## src/rtl/ticket_pkg.sv

```systemverilog
`default_nettype none
// +----------------------------------------------------------------------------+
// | ticket_pkg : shared FSM encodings and widths for the bank-queue blocks      |
// | Rev 1.0                                                                    |
// +----------------------------------------------------------------------------+
package ticket_pkg;

  localparam int c_NW_DEFAULT = 4;
  localparam int c_TW_DEFAULT = 4;
  localparam int c_FIRST_NO   = 1;

  typedef enum logic [1:0] {
    IDLE   = 2'd0,
    ISSUE  = 2'd1,
    SETTLE = 2'd2
  } state_t;

endpackage
`default_nettype wire

```

## src/rtl/rr_pick.sv

```systemverilog
`default_nettype none
// +----------------------------------------------------------------------------+
// | rr_pick : combinational NK-way round-robin priority encoder                |
// | Rev 1.0                                                                    |
// +----------------------------------------------------------------------------+
module rr_pick #(
  parameter int NK = 4,
  parameter int PW = 2
) (
  input  logic [NK-1:0] req,
  input  logic [PW-1:0] rr_ptr,
  output logic [PW-1:0] winner,
  output logic          valid
);

  logic [PW-1:0] w_idx;

  // Walk from the farthest offset back to rr_ptr so the nearest requester wins.
  always_comb begin
    winner = '0;
    valid  = 1'b0;
    w_idx  = '0;
    for (int k = NK - 1; k >= 0; k--) begin
      w_idx = PW'((int'(rr_ptr) + k) % NK);
      if (req[w_idx]) begin
        winner = w_idx;
        valid  = 1'b1;
      end
    end
  end

endmodule
`default_nettype wire

```

## src/rtl/ticket_arbiter.sv

```systemverilog
`default_nettype none
// +----------------------------------------------------------------------------+
// | ticket_arbiter : round-robin kiosk admission, numbers customers and writes |
// | {number, service time} into the customer FIFO.                             |
// | Option macro PRIO_K0_EN: kiosk 0 overrides round-robin.                     |
// | Rev 1.0                                                                    |
// +----------------------------------------------------------------------------+
module ticket_arbiter
  import ticket_pkg::*;
#(
  parameter int NK = 4,
  parameter int NW = c_NW_DEFAULT,
  parameter int TW = c_TW_DEFAULT
) (
  input  logic             clk,
  input  logic             rst,
  input  logic [NK-1:0]    req,
  input  logic [NK*TW-1:0] kt,
  input  logic             full,
  output logic             we,
  output logic [NW-1:0]    wn,
  output logic [TW-1:0]    wt,
  output logic [NK-1:0]    gnt,
  output logic [NW-1:0]    tkt_no
);

  localparam int PW = (NK > 1) ? $clog2(NK) : 1;

  state_t        r_state, w_state_nxt;
  logic [PW-1:0] r_rr_ptr, r_win, w_win, w_rr_win, w_rr_adv;
  logic          w_rr_valid, w_valid, w_take;
  logic [NK-1:0] w_req_rr;
  logic [NW-1:0] r_next_no, w_next_adv;
  logic [TW-1:0] w_kt_sel, w_kt_clamped;

`ifdef PRIO_K0_EN
  // Kiosk 0 is removed from the rotation and simply overrides it.
  assign w_req_rr = {req[NK-1:1], 1'b0};
  assign w_win    = req[0] ? '0 : w_rr_win;
  assign w_valid  = req[0] | w_rr_valid;
`else
  assign w_req_rr = req;
  assign w_win    = w_rr_win;
  assign w_valid  = w_rr_valid;
`endif

  rr_pick #(
    .NK (NK),
    .PW (PW)
  ) u_rr_pick (
    .req    (w_req_rr),
    .rr_ptr (r_rr_ptr),
    .winner (w_rr_win),
    .valid  (w_rr_valid)
  );

  always_comb begin
    w_kt_sel = '0;
    for (int i = 0; i < NK; i++) begin
      if (w_win == PW'(i)) w_kt_sel = kt[i*TW +: TW];
    end
  end

  assign w_kt_clamped = (w_kt_sel == '0) ? TW'(1) : w_kt_sel;
  assign w_rr_adv     = (r_win == PW'(NK - 1)) ? '0 : r_win + 1'b1;
  // Number 0 means "idle" on the counters, so the sequence skips it.
  assign w_next_adv   = (r_next_no == '1) ? NW'(c_FIRST_NO) : r_next_no + 1'b1;

  always_ff @(posedge clk or posedge rst) begin
    if (rst) r_state <= IDLE;
    else     r_state <= w_state_nxt;
  end

  always_comb begin
    w_state_nxt = r_state;
    w_take      = 1'b0;
    case (r_state)
      IDLE: begin
        if (w_valid && !full) begin
          w_take      = 1'b1;
          w_state_nxt = ISSUE;
        end
      end
      ISSUE:   w_state_nxt = SETTLE;
      SETTLE:  w_state_nxt = IDLE;
      default: w_state_nxt = IDLE;
    endcase
  end

  always_ff @(posedge clk or posedge rst) begin
    if (rst) begin
      we        <= 1'b0;
      gnt       <= '0;
      wn        <= '0;
      wt        <= '0;
      tkt_no    <= '0;
      r_win     <= '0;
      r_rr_ptr  <= '0;
      r_next_no <= NW'(c_FIRST_NO);
    end else if (w_take) begin
      we     <= 1'b1;
      gnt    <= NK'(1) << w_win;
      wn     <= r_next_no;
      wt     <= w_kt_clamped;
      tkt_no <= r_next_no;
      r_win  <= w_win;
    end else if (r_state == ISSUE) begin
      we        <= 1'b0;
      gnt       <= '0;
      r_next_no <= w_next_adv;
`ifdef PRIO_K0_EN
      if (r_win != '0) r_rr_ptr <= w_rr_adv;
`else
      r_rr_ptr  <= w_rr_adv;
`endif
    end
  end

endmodule
`default_nettype wire

```

## config.mk

```make
export PLATFORM = sky130hd
export DESIGN_NAME = ticket_arbiter
export DESIGN_NICKNAME = d
export VERILOG_FILES = /design/src/rtl/ticket_pkg.sv /design/src/rtl/rr_pick.sv /design/src/rtl/ticket_arbiter.sv
export SDC_FILE = /design/constraint.sdc
export NUM_CORES = 1
export LEC_CHECK = 0
export BUFFER_PORTS_ARGS = -buffer_cell sky130_fd_sc_hd__buf_2
export CAP_MARGIN = 20
export CORE_MARGIN = 4
export CORE_UTILIZATION = 40
export CTS_CLUSTER_DIAMETER = 30
export CTS_CLUSTER_SIZE = 28
export DETAILED_ROUTE_END_ITERATION = 10
export PLACE_DENSITY = 0.62
export SETUP_SLACK_MARGIN = 0.3
export SYNTH_ARGS = -nofsm -noshare
export SYNTH_HDL_FRONTEND = slang
export SYNTH_HIERARCHICAL = 1
export SYNTH_SLANG_ARGS = --single-unit
```

## constraint.sdc

```tcl
create_clock -name clk -period 2.5 [get_ports clk]
set_clock_uncertainty 0.15 [all_clocks]
set_input_delay 0.125 -clock clk [delete_from_list [all_inputs] [get_ports clk]]
set_output_delay 0.125 -clock clk [all_outputs]
set_load 0.005 [all_outputs]
```

==> results.py <==
metrics = {
    "run_status": {
        "status": "finished, final reports clean",
    },
    "grt": {
        "gr-usage-all-layers": 0.129,
        "grt_max_degree": 24,
        "grtUsageMet1": 0.173,
        "grt_pass1_vias": 794,
        "gr-total-overflow": 0,
        "antenna_found_initial": 0,
        "use_met2": 0.215,
        "grt_pass1_wl_um": 3570,
        "grt-busiest-layer": "met2",
        "gr-usage-met3": 0.0189,
    },
    "clock_network": {
        "path_clk_slew_ps": 120,
        "cts_root_buf": "clkbuf_4",
        "clk_latency_ps": 300,
        "cts.htree.levels": 1,
        "cts.path.max_buffers": 2,
        "cts_buffers": 3,
        "cts_tree": "built",
        "cts_num_sinks": 23,
    },
    "sta": {
        "period_share": 0.858,
        "slew_headroom": 0.439,
        "fin_ws_ps": 356,
        "fin_tns_setup_ps": 0,
        "fmax_mhz": 466,
        "rsz0062_at_grt": "true",
        "setup_viol_count_final": 0,
        "period_needed_ps": 2140,
        "tightest_slew_ps": 841,
        "hold_violations": 0,
        "slew_violations": 0,
    },
    "placed_design": {
        "preCtsSetupSlack_ps": 263,
        "port_buffers": 39,
        "postPlaceCellArea_um2": 1350,
        "dp_hpwl_um": 1710,
        "routabilityCongestion": 0.682,
    },
    "setup_path": {
        "cp-end-kind": "flop",
        "cp.required_ps": 2560,
        "crit_path_top_delay_cell": "mux4_2",
        "cpPeakStageDelay_ps": 480,
        "crit_type": "reg -> reg",
        "startpoint_type": "flop",
        "crit_family": "multiplexers",
        "cp_cell_sequence": "mux2i_1 -> a211oi_2 -> buf_6 -> mux4_2 -> nand2b_1 -> o22a_2",
        "critical_path_buf_inv_count": 1,
        "path_max_fanout": 6,
        "arrival_ps": 2200,
    },
    "floorplanning": {
        "chipHeight_um": 61.6,
        "die_w_um": 61.6,
        "start_util": 0.416,
        "die_area_um2": 3790,
        "core_um2": 2760,
        "ios": 40,
        "num_rows": 19,
    },
    "pwr": {
        "ir_drop_mv": 0.515,
        "p_total_mw": 1.41,
        "cellPowerDensity_nw_per_um2": 1000,
        "p_leak_nw": 0.680,
    },
    "finish": {
        "finalInstanceArea_um2": 1410,
        "layout.cells.most_common_list": "buf_2, dfrtp_1, nand2_1",
        "layout_commonest_cell": "buf_2",
        "area_delta_synth_final_pct": 22.9,
        "drive_above_1_share": 0.482,
        "fin_nets": 165,
        "n_antenna_cell": 0,
    },
    "routing": {
        "via_count": 867,
        "drcViolationCount": 0,
        "routed_wl_um": 2320,
        "wl_per_cell_um": 13.7,
        "drt-initial-drc-count": 37,
        "drtPass1Iterations": 4,
        "ant_nets": 0,
        "via_per_inst": 5.10,
    },
    "logic_synthesis": {
        "ys_seq_elements": 23,
        "syn-cell-area_um2": 1150,
        "syn_nets": 124,
        "yosysWarnings": 6,
        "yosysSeqAreaShare": 0.503,
        "synthCells": 99,
        "avgSynthCellArea_um2": 11.6,
        "synthDistinctLibCells": 28,
    },
    "hold_path": {
        "hold_path.class": "in -> reg",
    },
    "run": {
        "cap_violations": 0,
    },
}
[synthesized netlist by cell type, drive strengths merged]
master / instances / area (um2)
a21o: 1 / 7.51
o31ai: 2 / 15.0
clkbuf: 2 / 7.51
inv: 2 / 7.51
mux2i: 1 / 10.0
xnor2: 1 / 8.76
nand3: 3 / 15.0
nor4b: 1 / 15.0
a21oi: 2 / 10.0
mux2: 9 / 101
o22a: 1 / 10.0
mux4: 4 / 90.1
nor2: 5 / 18.8
nor3b: 1 / 7.51
buf: 7 / 51.3
a211oi: 2 / 20.0
o21ai: 5 / 25.0
nor3: 1 / 10.0
dfstp: 1 / 26.3
nand3b: 3 / 22.5
o21a: 1 / 7.51
nand2b: 4 / 25.0
ha: 2 / 25.0
dfrtp: 22 / 551
nand2: 16 / 60.1
[registers in the layout, indices dropped and copies added, names as in the netlist]
signal,count
gnt,4
r_next_no,4
r_rr_ptr,2
r_state,2
r_win,2
tkt_no,4
we,1
wt,4
[power by group]
group	internal, mW	leakage [nW]	switching [mW]
Sequential	0.535	0.280	0.118
Combinational	0.337	0.385	0.255
Clock	0.0622	0.0150	0.104
[layer usage]
layer  share of wire  wire, um
met2            0.50      1170
met4           0.013        31
met5               0         0
met1            0.44      1030
met3           0.041        96
[tightest hold or removal path: stages]
cell and delay, ps:
buf_2 100, nor4b_4 40, buf_4 200
[repair_timing]
| item | 4_1_cts | 5_1_grt |
|---|---|---|
| pin swaps | 0 | 3 |
| gates cloned | 0 | 1 |
| endpoints found under the setup margin | 4 | 4 |
| buffers inserted | 0 | 2 |
| gates resized for setup | 1 | 2 |
| hold endpoints to repair | 22 | 0 |
| hold buffers | 1 | 0 |
[path summary, 6_finish.rpt]
check,from,endpoint,slack [ps],cells after the start
hold reg to reg,r_win[0]$_DFFE_PP0P_,r_rr_ptr[0]$_DFFE_PP0P_,340,1
max in group asynchronous,rst,r_rr_ptr[1]$_DFFE_PP0P_,1260,3
setup / recovery,r_rr_ptr[1]$_DFFE_PP0P_,wt[0]$_DFFE_PP0P_,360,6
hold / removal,full,r_state[0]$_DFFE_PP0P_,70,3
setup reg to reg,r_rr_ptr[1]$_DFFE_PP0P_,wt[0]$_DFFE_PP0P_,360,6
min in group asynchronous,rst,tkt_no[1]$_DFFE_PP0P_,370,3
[logic make-up after synthesis]
logic type | after synthesis | synth area share
and+or+nand+nor | 34 | 0.152
AOI/OAI and AO/OA | 14 | 0.0829
DFF | 23 | 0.503
adders and majority gates | 2 | 0.0218
xor gates and xnor gates | 1 | 0.00763
buffers and inverters | 11 | 0.0578
muxes | 14 | 0.176
[through the flow]
| stage | hold WS [ps] | util | instances |
|---|---|---|---|
| 3_5_place_dp | 194 | 0.488 | 162 |
| 5_1_grt | 65.7 | 0.511 | 170 |
| 2_1_floorplan | -23.8 | - | 99 |
| 4_1_cts | 65.1 | 0.502 | 167 |
| 6_report | 74.2 | 0.511 | 170 |
| 3_3_place_gp | 186 | 0.488 | 162 |
[cell type report]
type | count | area (um2)
fillers | 255 | 1350
flip-flops and latches | 23 | 578
multi-input cells | 65 | 515
inverters | 2 | 7.51
well taps | 31 | 38.8
repair buffers | 45 | 244
clock buffers | 4 | 26.3
(Power assumes the default switching activity.)
